## src/rtl/deja_glitch_pkg.sv

```systemverilog
// ============================================================================
// Module   : deja_glitch_pkg
// Purpose  : Shared register offsets, CTRL bit indices and channel state enum.
// Revision : 1.0
// ============================================================================
`default_nettype none

package deja_glitch_pkg;

    localparam logic [1:0] REG_DELAY = 2'd0;
    localparam logic [1:0] REG_WIDTH = 2'd1;
    localparam logic [1:0] REG_STEP  = 2'd2;
    localparam logic [1:0] REG_CTRL  = 2'd3;

    localparam int CTRL_EN    = 0;
    localparam int CTRL_INV   = 1;
    localparam int CTRL_SWEEP = 2;
    localparam int CTRL_BUSY  = 7;

    typedef enum logic [1:0] {
        IDLE = 2'd0,
        DLY  = 2'd1,
        GLT  = 2'd2,
        HOLD = 2'd3
    } ch_state_t;

endpackage

`default_nettype wire

```

## src/rtl/deja_glitch_channel.sv

```systemverilog
// ============================================================================
// Module   : deja_glitch_channel
// Purpose  : One glitch channel: live registers, run shadows, FSM, sweep adder.
// Revision : 1.0
// ============================================================================
`default_nettype none

module deja_glitch_channel
    import deja_glitch_pkg::*;
#(
    parameter int CNT_W = 8
) (
    input  logic             clk_i,
    input  logic             rst_ni,
    input  logic             wr_en,
    input  logic [1:0]       wr_reg,
    input  logic [CNT_W-1:0] wr_data,
    input  logic             run,
    input  logic             rise,
    output logic [CNT_W-1:0] delay,
    output logic [CNT_W-1:0] width,
    output logic [CNT_W-1:0] step,
    output logic             en,
    output logic             inv,
    output logic             sweep,
    output logic             busy,
    output logic             power
);

    ch_state_t        state_q, state_d;
    logic [CNT_W-1:0] cnt_q, cnt_d;
    logic [CNT_W-1:0] sh_delay, sh_width;
    logic             sh_inv;
    logic             start;
    logic             sweep_inc;

    always_ff @(posedge clk_i or negedge rst_ni) begin
        if (!rst_ni) begin
            delay <= '0;
            width <= '0;
            step  <= '0;
            en    <= 1'b0;
            inv   <= 1'b0;
            sweep <= 1'b0;
        end else begin
            // A bus write to DELAY takes priority over the sweep increment.
            if (wr_en && wr_reg == REG_DELAY) begin
                delay <= wr_data;
            end else if (sweep_inc) begin
                delay <= delay + step;
            end
            if (wr_en && wr_reg == REG_WIDTH) width <= wr_data;
            if (wr_en && wr_reg == REG_STEP)  step  <= wr_data;
            if (wr_en && wr_reg == REG_CTRL) begin
                en    <= wr_data[CTRL_EN];
                inv   <= wr_data[CTRL_INV];
                sweep <= wr_data[CTRL_SWEEP];
            end
        end
    end

    always_ff @(posedge clk_i or negedge rst_ni) begin
        if (!rst_ni) begin
            state_q  <= IDLE;
            cnt_q    <= '0;
            sh_delay <= '0;
            sh_width <= '0;
            sh_inv   <= 1'b0;
        end else begin
            state_q <= state_d;
            cnt_q   <= cnt_d;
            if (start) begin
                sh_delay <= delay;
                sh_width <= width;
                sh_inv   <= inv;
            end
        end
    end

    always_comb begin
        state_d   = state_q;
        cnt_d     = cnt_q;
        start     = 1'b0;
        sweep_inc = 1'b0;
        case (state_q)
            IDLE: begin
                if (rise && en) begin
                    start   = 1'b1;
                    state_d = DLY;
                    cnt_d   = '0;
                end
            end
            DLY: begin
                if (!run || !en) begin
                    state_d = IDLE;
                end else if (cnt_q == sh_delay) begin
                    if (sh_width == '0) begin
                        state_d   = HOLD;
                        sweep_inc = sweep;
                    end else begin
                        state_d = GLT;
                        cnt_d   = {{(CNT_W-1){1'b0}}, 1'b1};
                    end
                end else begin
                    cnt_d = cnt_q + 1'b1;
                end
            end
            GLT: begin
                if (!run || !en) begin
                    state_d = IDLE;
                end else if (cnt_q == sh_width) begin
                    state_d   = HOLD;
                    sweep_inc = sweep;
                end else begin
                    cnt_d = cnt_q + 1'b1;
                end
            end
            HOLD: begin
                if (!run || !en) state_d = IDLE;
            end
            default: state_d = IDLE;
        endcase
    end

    // Idle polarity follows the live INV bit; during a run the shadow is used.
    assign power = (state_q == IDLE) ? ~inv : ((state_q != GLT) ^ sh_inv);
    assign busy  = (state_q != IDLE);

endmodule

`default_nettype wire

```

## src/rtl/deja_glitch_power_mc.sv

```systemverilog
// ============================================================================
// Module   : deja_glitch_power_mc
// Purpose  : Multi-channel power glitcher: bus decode, read mux, ack, run edge.
//            Optional macro DEJA_GLITCH_SYNC_EN adds a 2-flop run_i synchroniser.
// Revision : 1.0
// ============================================================================
`default_nettype none

module deja_glitch_power_mc
    import deja_glitch_pkg::*;
#(
    parameter int CHANNELS = 2,
    parameter int CNT_W    = 8,
    parameter int DAT_W    = 8,
    parameter int ADR_W    = 5
) (
    input  logic                clk_i,
    input  logic                rst_ni,
    input  logic                stb_i,
    input  logic                we_i,
    input  logic [ADR_W-1:0]    adr_i,
    input  logic [DAT_W-1:0]    dat_i,
    output logic                ack_o,
    output logic [DAT_W-1:0]    dat_o,
    input  logic                run_i,
    output logic [CHANNELS-1:0] power_o
);

    localparam int CH_W = ADR_W - 2;

    logic [CH_W-1:0]  sel_ch;
    logic [1:0]       sel_reg;
    logic             accept;
    logic             wr_acc;
    logic [DAT_W-1:0] rd_data;
    logic             run;
    logic             run_q;
    logic             rise;

    logic [CNT_W-1:0]    ch_delay [CHANNELS];
    logic [CNT_W-1:0]    ch_width [CHANNELS];
    logic [CNT_W-1:0]    ch_step  [CHANNELS];
    logic [CHANNELS-1:0] ch_en, ch_inv, ch_sweep, ch_busy;

    assign sel_ch  = adr_i[ADR_W-1:2];
    assign sel_reg = adr_i[1:0];
    assign accept  = stb_i & ~ack_o;
    assign wr_acc  = accept & we_i;

`ifdef DEJA_GLITCH_SYNC_EN
    logic [1:0] run_sync;

    always_ff @(posedge clk_i or negedge rst_ni) begin
        if (!rst_ni) run_sync <= 2'b00;
        else         run_sync <= {run_sync[0], run_i};
    end

    assign run = run_sync[1];
`else
    assign run = run_i;
`endif

    always_ff @(posedge clk_i or negedge rst_ni) begin
        if (!rst_ni) run_q <= 1'b0;
        else         run_q <= run;
    end

    assign rise = run & ~run_q;

    generate
        for (genvar g = 0; g < CHANNELS; g++) begin : g_ch
            logic wr_ch;
            assign wr_ch = wr_acc && (int'(sel_ch) == g);

            deja_glitch_channel #(
                .CNT_W (CNT_W)
            ) u_channel (
                .clk_i   (clk_i),
                .rst_ni  (rst_ni),
                .wr_en   (wr_ch),
                .wr_reg  (sel_reg),
                .wr_data (dat_i),
                .run     (run),
                .rise    (rise),
                .delay   (ch_delay[g]),
                .width   (ch_width[g]),
                .step    (ch_step[g]),
                .en      (ch_en[g]),
                .inv     (ch_inv[g]),
                .sweep   (ch_sweep[g]),
                .busy    (ch_busy[g]),
                .power   (power_o[g])
            );
        end
    endgenerate

    // Unpopulated channel indices match no loop iteration and read as zero.
    always_comb begin
        rd_data = '0;
        for (int i = 0; i < CHANNELS; i++) begin
            if (int'(sel_ch) == i) begin
                case (sel_reg)
                    REG_DELAY: rd_data = ch_delay[i];
                    REG_WIDTH: rd_data = ch_width[i];
                    REG_STEP:  rd_data = ch_step[i];
                    default: begin
                        rd_data[CTRL_EN]    = ch_en[i];
                        rd_data[CTRL_INV]   = ch_inv[i];
                        rd_data[CTRL_SWEEP] = ch_sweep[i];
                        rd_data[CTRL_BUSY]  = ch_busy[i];
                    end
                endcase
            end
        end
    end

    always_ff @(posedge clk_i or negedge rst_ni) begin
        if (!rst_ni) begin
            ack_o <= 1'b0;
            dat_o <= '0;
        end else begin
            ack_o <= accept;
            dat_o <= (accept && !we_i) ? rd_data : '0;
        end
    end

endmodule

`default_nettype wire

```

## config.mk

```make
export PLATFORM = sky130hd
export DESIGN_NAME = deja_glitch_power_mc
export DESIGN_NICKNAME = d
export VERILOG_FILES = /design/src/rtl/deja_glitch_pkg.sv /design/src/rtl/deja_glitch_channel.sv /design/src/rtl/deja_glitch_power_mc.sv
export SDC_FILE = /design/constraint.sdc
export NUM_CORES = 1
export LEC_CHECK = 0
export CORE_MARGIN = 3
export CORE_UTILIZATION = 45
export CTS_BUF_LIST = sky130_fd_sc_hd__clkbuf_2 sky130_fd_sc_hd__clkbuf_4 sky130_fd_sc_hd__clkbuf_8
export DETAILED_ROUTE_END_ITERATION = 10
export PLACE_DENSITY = 0.68
export SLEW_MARGIN = 5
export SYNTH_ARGS = -nofsm -noshare
export SYNTH_HDL_FRONTEND = slang
export SYNTH_HIERARCHICAL = 1
export SYNTH_SLANG_ARGS = --single-unit
export TNS_END_PERCENT = 30
```

## constraint.sdc

```tcl
create_clock -name clk_i -period 5.5 [get_ports clk_i]
set_input_delay 0.55 -clock clk_i [delete_from_list [all_inputs] [get_ports clk_i]]
set_output_delay 0.55 -clock clk_i [all_outputs]
set_load 0.005 [all_outputs]
```

==> summary.txt, run 1 <==
Run status
  – Outcome: finished, final reports clean

Floorplan
  – Core Footprint: around 0.014 mm²
  – Initial Utilization: 0.470
  – Row count: 43
  – Die height: ~130 µm
  – # IOs: 29
  – Chip width: between 100 and 150 µm
  – DIE AREA: ~0.016 mm²

Synth
  – Synth Area in XOR/XNOR: 0.0578
  – Seq/Total Area, Yosys: 0.443
  – Share of the synthesized area in the top cell type: 0.443
  – Compound-Gate Fraction of Synth Area: 0.136
  – Mapped cell area: 0.00667 mm²
  – Synth Area in Adders: 0.0510
  – Primary FF master, synth: dfrtp_1
  – Multiplexer area fraction after synthesis: 0.153
  – Syn avg cell area: around 11 µm²
  – Flops & latches, synth: 118
  – Synth Area in Simple Gates: 0.126
  – Asr flop ratio synth: 1.00
  – Top cells by area, synth: dfrtp_1, mux2_2, ha_1, xnor2_1, o21ai_0
  – Warning count from the yosys run: 6
  – Syn Nets: about 640
  – Number of synthesized flops with an enable pin: 0
  – Most common cell in the netlist: dfrtp_1
  – Unique masters post-synth: slightly below 60
  – Dominant cell type by area after synthesis: dfrtp_1
  – Post-synth top cells: dfrtp_1, mux2_2, nor2_1, inv_1, o21ai_0
  – Synth Instances: around 600
  – Largest family of logic cells by synthesized area: multiplexers

Critical path
  – Crit path arrival time: 3.08 ns
  – CP required: roughly 5.8 ns
  – Most frequent CP cell: nor2_1
  – CP peak stage delay: about 0.7 ns
  – Crit path kind: in -> reg
  – CP cell instances: clkdlybuf4s50_1, nor2_1, nand3_1, nor2_1, nor3b_1, nor2_1, a221o_1
  – Crit-path max FO: 9
  – CP delay by family, top: simple AND/OR/NAND/NOR gates
  – Crit path launch type: primary input
  – CP endpoint kind: flop
  – Critical-path top delay cell: nor3b_1
  – WP buf/inv: 1

Timing
  – Fmax: ~360 MHz
  – TNS Setup: 0 ns
  – RSZ-0062 raised after global routing: false
  – Slew Limit Fails: 0
  – Worst Max-Slew Pin Slew: around 0.93 ns
  – Tcrit/Tclk final: 0.499
  – Final WS setup: approximately 2.8 ns
  – Final Hold Viols: 0
  – Final setup fails: 0
  – Fin crit period: 2.74 ns
  – Worst slew margin relative to its limit: 0.381
  – Clk_skew: 0.0107 ns

Drt
  – Drt first-iter violations: about 290
  – Routed vias: a little under 5000
  – Post-DRT Antenna Nets: 0
  – Routed wire length: 15.3 mm
  – Vias per inst: 5.83
  – DR pass1 iterations: 4
  – Per-cell routed wire length: about 19 µm
  – DRC viols: 0

Global routing
  – Largest net degree at the start of global routing: 62
  – First-pass GRT wire length: approximately 25 mm
  – Vias in the first global route: between 4000 and 5000
  – Gr usage total: 0.199
  – Congestion Overflow GR: 0
  – Initial antenna violation count: 0

CTS
  – Worst-Skew Late Latency: ~0.45 ns
  – CTS buffer count: 17
  – Worst-path clk slew: around 0.07 ns
  – CTS root buffer: clkbuf_8
  – Post-CTS Repair Setup Buffers: 0
  – # hold bufs at CTS: 0
  – CTS tree: built
  – Post-CTS Resized: 0
  – H-tree Lvls: 4
  – Max Root-Sink Buffers: 2
  – CTS sink count: around 120

Flow run
  – Max-Cap Viols: 0

Final layout
  – ANT cells: 0
  – Fillers: 1272
  – Nets@finish: ~680
  – Layout cell share with drive strength beyond 1: 0.214
  – Non-Filler Instances: roughly 830
  – Area growth syn-to-layout: 13.0%

Hold path
  – Hold Path Class: in -> async

Power
  – Static leakage: 0.00356 µW
  – PD cells: roughly 350 mW/mm²
  – Maximum vdd ir drop: between 0.15 and 0.2 mV

Placement
  – GPL Wtd Cong: around 0.85
  – Port bufs: 28
  – Setup WS pre-CTS: 2.36 ns
  – HPWL Detailed: 11.4 mm
  – Placed Cells: slightly below 800
## final timing paths
check                           slack [ns]                        from                           end  cells after the start
worst max-delay path                  2.76                    adr_i[3]    g_ch[0].u_channel/delay[4]                      7
worst min-delay path                  0.15                      rst_ni    g_ch[0].u_channel/width[4]                      1
worst max register to register        2.96  g_ch[1].u_channel/cnt_q[4]    g_ch[1].u_channel/cnt_q[4]                      6
worst min register to register        0.49                       ack_o                         ack_o                      1
max in group asynchronous             4.10                      rst_ni  g_ch[0].u_channel/state_q[0]                      2
min in group clk_i                    0.49                       ack_o                         ack_o                      1
## worst register-to-register path, stage by stage (launching register included)
cell	delay (ns)
dfrtp_1	0.46
xor2_1	0.20
nor4_2	0.45
a21oi_1	0.15
o211ai_1	0.62
nor2_1	0.27
a22o_2	0.28
## metal layers
| layer | GRT usage | routed length (µm) | vias up |
|---|---|---|---|
| li1 | - | - | 2261 |
| met1 | 0.282 | 7440 | 2413 |
| met2 | 0.300 | 6930 | 107 |
| met3 | 0.0467 | 606 | 27 |
| met4 | 0.0718 | 317 | 0 |
| met5 | 0 | 0 | - |
## layout make-up
type                            instances  area (µm²)  share of cell area
Clock buffer                           20         269              0.0357
Clock inverter                         12         200              0.0266
Inverter                               30         113              0.0149
Multi-Input combinational cell        436        3490               0.464
Sequential cell                       118        2950               0.392
Tap cell                              180         225              0.0299
Timing Repair Buffer                   29         280              0.0372
## where the power goes
part / internal, µW / total, µW / switching [µW] / leakage, µW
Clock: 568 / 927 / 359 / 0.000228
Sequential: 966 / 1070 / 99.3 / 0.00158
Combinational: 293 / 631 / 338 / 0.00175
Total: 1830 / 2620 / 797 / 0.00356
## registers in the layout, summed over array words and instances (netlist names), 2 cells and up
signal                   flops
g_ch.u_channel/sh_width     16
g_ch.u_channel/width        16
g_ch.u_channel/sh_inv        2
g_ch.u_channel/delay        16
g_ch.u_channel/inv           2
dat_o                        8
g_ch.u_channel/en            2
g_ch.u_channel/sweep         2
g_ch.u_channel/step         16
g_ch.u_channel/sh_delay     16
g_ch.u_channel/cnt_q        16
g_ch.u_channel/state_q       4
## per-stage QoR
step	hold WS, ns	utilization	total power (µW)	instance area, µm²
after detailed placement	0.483	0.497	1710	7060
after global placement	0.480	0.497	1680	7060
final	0.151	0.530	2620	7530
after global routing	0.192	0.530	2770	7530
after floorplan	0.254	-	1520	6670
after CTS	0.164	0.530	2640	7530
## placed cells by master, fill, tap and decap left out, types with 16 or more instances in the layout
master / n
xor2_1: 16
clkdlybuf4s50_1: 26
a21oi_1: 23
clkbuf_8: 19
dfrtp_1: 118
inv_1: 30
nand2_1: 17
nor2_1: 36
o21ai_0: 30
mux2_2: 75
xnor2_1: 28
ha_1: 24
## kinds of logic after synthesis
group,after synthesis
and+or+nand+nor,149
AOI/OAI and AO/OA,127
DFF,118
muxes,90
xor gates and xnor gates,44
buffers and inverters,44
adders and majority gates,26
Power figures use the tool's default switching activity.
==> run 2: changes to the inputs <==
- PLACE_DENSITY: 0.68 -> 0.71
- clock period: 5.5 -> 2.5 ns (I/O delays scaled with it)
==> summary.txt, run 2 (synthesis gave the netlist of run 1 again) <==
Run status
  – Outcome: finished, final reports clean

CTS
  – CTS tree: built
  – Worst-Skew Late Latency: 0.44 ns (about the same)
  – H-tree Lvls: 4 (unchanged)
  – Worst-path clk slew: 0.08 ns (about the same)
  – Max Root-Sink Buffers: 2 (unchanged)
  – CTS root buffer: clkbuf_8
  – CTS buffer count: 17 (unchanged)
  – CTS sink count: 118 (unchanged)

Global routing
  – Initial antenna violation count: 0 (unchanged)
  – Gr usage total: 0.195 (-0.00390)
  – Congestion Overflow GR: 0 (unchanged)
  – First-pass GRT wire length: 25.2 mm (-0.79%)
  – Largest net degree at the start of global routing: 119 (+92%)
  – Vias in the first global route: 4857 (-0.88%)

Drt
  – DRC viols: 0 (unchanged)
  – Post-DRT Antenna Nets: 0 (unchanged)
  – Routed wire length: 15.2 mm (-0.71%)
  – Routed vias: 4913 (+2.2%)
  – DR pass1 iterations: 4 (unchanged)
  – Per-cell routed wire length: 18.0 µm (-2.8%)
  – Drt first-iter violations: 361 (+26%)
  – Vias per inst: 5.83 (about the same)

Critical path
  – CP endpoint kind: output port
  – Crit-path max FO: 8 (-1)
  – WP buf/inv: 2 (+1)
  – CP peak stage delay: 0.53 ns (-0.19 ns)
  – CP cell instances: inv_1, ha_2, xnor2_1, nor2_1, a21oi_1, clkdlybuf4s50_1
  – Crit path kind: reg -> out
  – Critical-path top delay cell: clkdlybuf4s50_1
  – Crit path arrival time: 2.08 ns (-1.00 ns)
  – CP delay by family, top: buffers and inverters
  – CP required: 2.25 ns (-3.58 ns)
  – Crit path launch type: flop

Timing
  – Fin crit period: about 2.3 ns
  – Final Hold Viols: 0 (unchanged)
  – TNS Setup: 0 ns (unchanged)
  – Fmax: roughly 430 MHz
  – Worst slew margin relative to its limit: 0.564 (+0.183)
  – Worst Max-Slew Pin Slew: 0.651 ns (-0.277 ns)
  – Final setup fails: 0 (unchanged)
  – RSZ-0062 raised after global routing: false
  – Slew Limit Fails: 0 (unchanged)
  – WHS: 0.386 ns (+0.235 ns)
  – Clk_skew: 0.0109 ns (+0.000238 ns)
  – Tcrit/Tclk final: 0.930

Placement
  – Port bufs: 28 (unchanged)
  – Placed Cells: 807 (+1.8%)
  – HPWL Detailed: 11.0 mm (-3.3%)
  – GPL Wtd Cong: 0.869 (+2.1%)

Floorplan
  – Core Footprint: 0.0142 mm² (unchanged)
  – Row count: 43 (unchanged)
  – Chip width: 128 µm (unchanged)
  – # IOs: 29 (unchanged)
  – Initial Utilization: 0.470 (unchanged)
  – DIE AREA: 0.0163 mm² (unchanged)
  – Die height: 128 µm (unchanged)

Power
  – Static leakage: 0.00364 µW (+2.3%)
  – Maximum vdd ir drop: 0.353 mV (+100%)
  – PD cells: 755 mW/mm² (+120%)

Hold path
  – Hold Path Class: in -> reg

Final layout
  – Layout cell share with drive strength beyond 1: 0.237 (+0.0228)
  – Non-Filler Instances: 843 (+2.2%)
  – Commonest cells after routing, fill and taps aside: dfrtp_1, mux2_2, nor2_1
  – ANT cells: 0 (unchanged)
  – Area growth syn-to-layout: 15.2%
  – Nets@finish: 694 (+2.7%)
  – Commonest non-fill, non-tap cell in the layout: dfrtp_1

Flow run
  – Max-Cap Viols: 0 (unchanged)
run 2: cell count changes in the layout (fill, tap and decap cells not counted):
cell	change
clkinv_4	+4
buf_4	+16
ha_2	+2
clkbuf_8	-2
clkbuf_4	-1
ha_1	-2
buf_12	+1
clkinv_2	-1
dlygate4sd3_1	+1
run 2: per-layer routing:
layer,vias up,wire length (µm),GRT usage
met4,0,208,0.0668
met1,2467,7410,0.279
met2,128,6920,0.291
met5,-,0,0
li1,2301,-,-
met3,17,657,0.0475
run 2: area by class of cell:
cell class	instances	area (µm²)
fill	1268	6520
multi-input combinational	436	3500
sequential	118	2950
clock inverter	15	230
tap	180	225
timing repair buffer	47	430
inverter	30	113
clock buffer	17	234
run 2: report_power, final:
| group | switching (µW) | total [µW] | internal (µW) |
|---|---|---|---|
| logic | 741 | 1430 | 694 |
| clock network | 828 | 2020 | 1190 |
| registers | 221 | 2350 | 2120 |
run 2: final timing paths:
path                                                    from                            end  slack [ns]  depth (start not counted)
worst max-delay path            g_ch[0].u_channel/state_q[0]                     power_o[0]        0.17                          6
min in group asynchronous                             rst_ni  g_ch[0].u_channel/sh_width[6]        0.42                          3
worst min-delay path                                   stb_i                          ack_o        0.39                          2
max in group asynchronous                             rst_ni     g_ch[0].u_channel/cnt_q[0]        1.58                          3
worst min register to register                         ack_o                          ack_o        0.50                          1
worst max register to register  g_ch[0].u_channel/state_q[1]     g_ch[0].u_channel/delay[6]        0.19                          7
run 2: stage by stage:
stage / worst slack, ns / util / power (µW) / area (µm²)
2_1_floorplan: 0.409 / - / 3350 / 6670
4_1_cts: 0.0804 / 0.539 / 5810 / 7660
3_5_place_dp: 0.108 / 0.506 / 3760 / 7180
6_report: 0.174 / 0.541 / 5800 / 7680
3_3_place_gp: 0.160 / 0.506 / 3710 / 7180
5_1_grt: 0.0102 / 0.541 / 6130 / 7680
run 2: timing repair:
action / 4_1_cts / 5_1_grt
resized for setup: 0 / 2
endpoints found under the setup margin: 0 / 10
hold buffers: 1 / 0
setup buffers: 0 / 3
hold endpoints to repair: 118 / 0
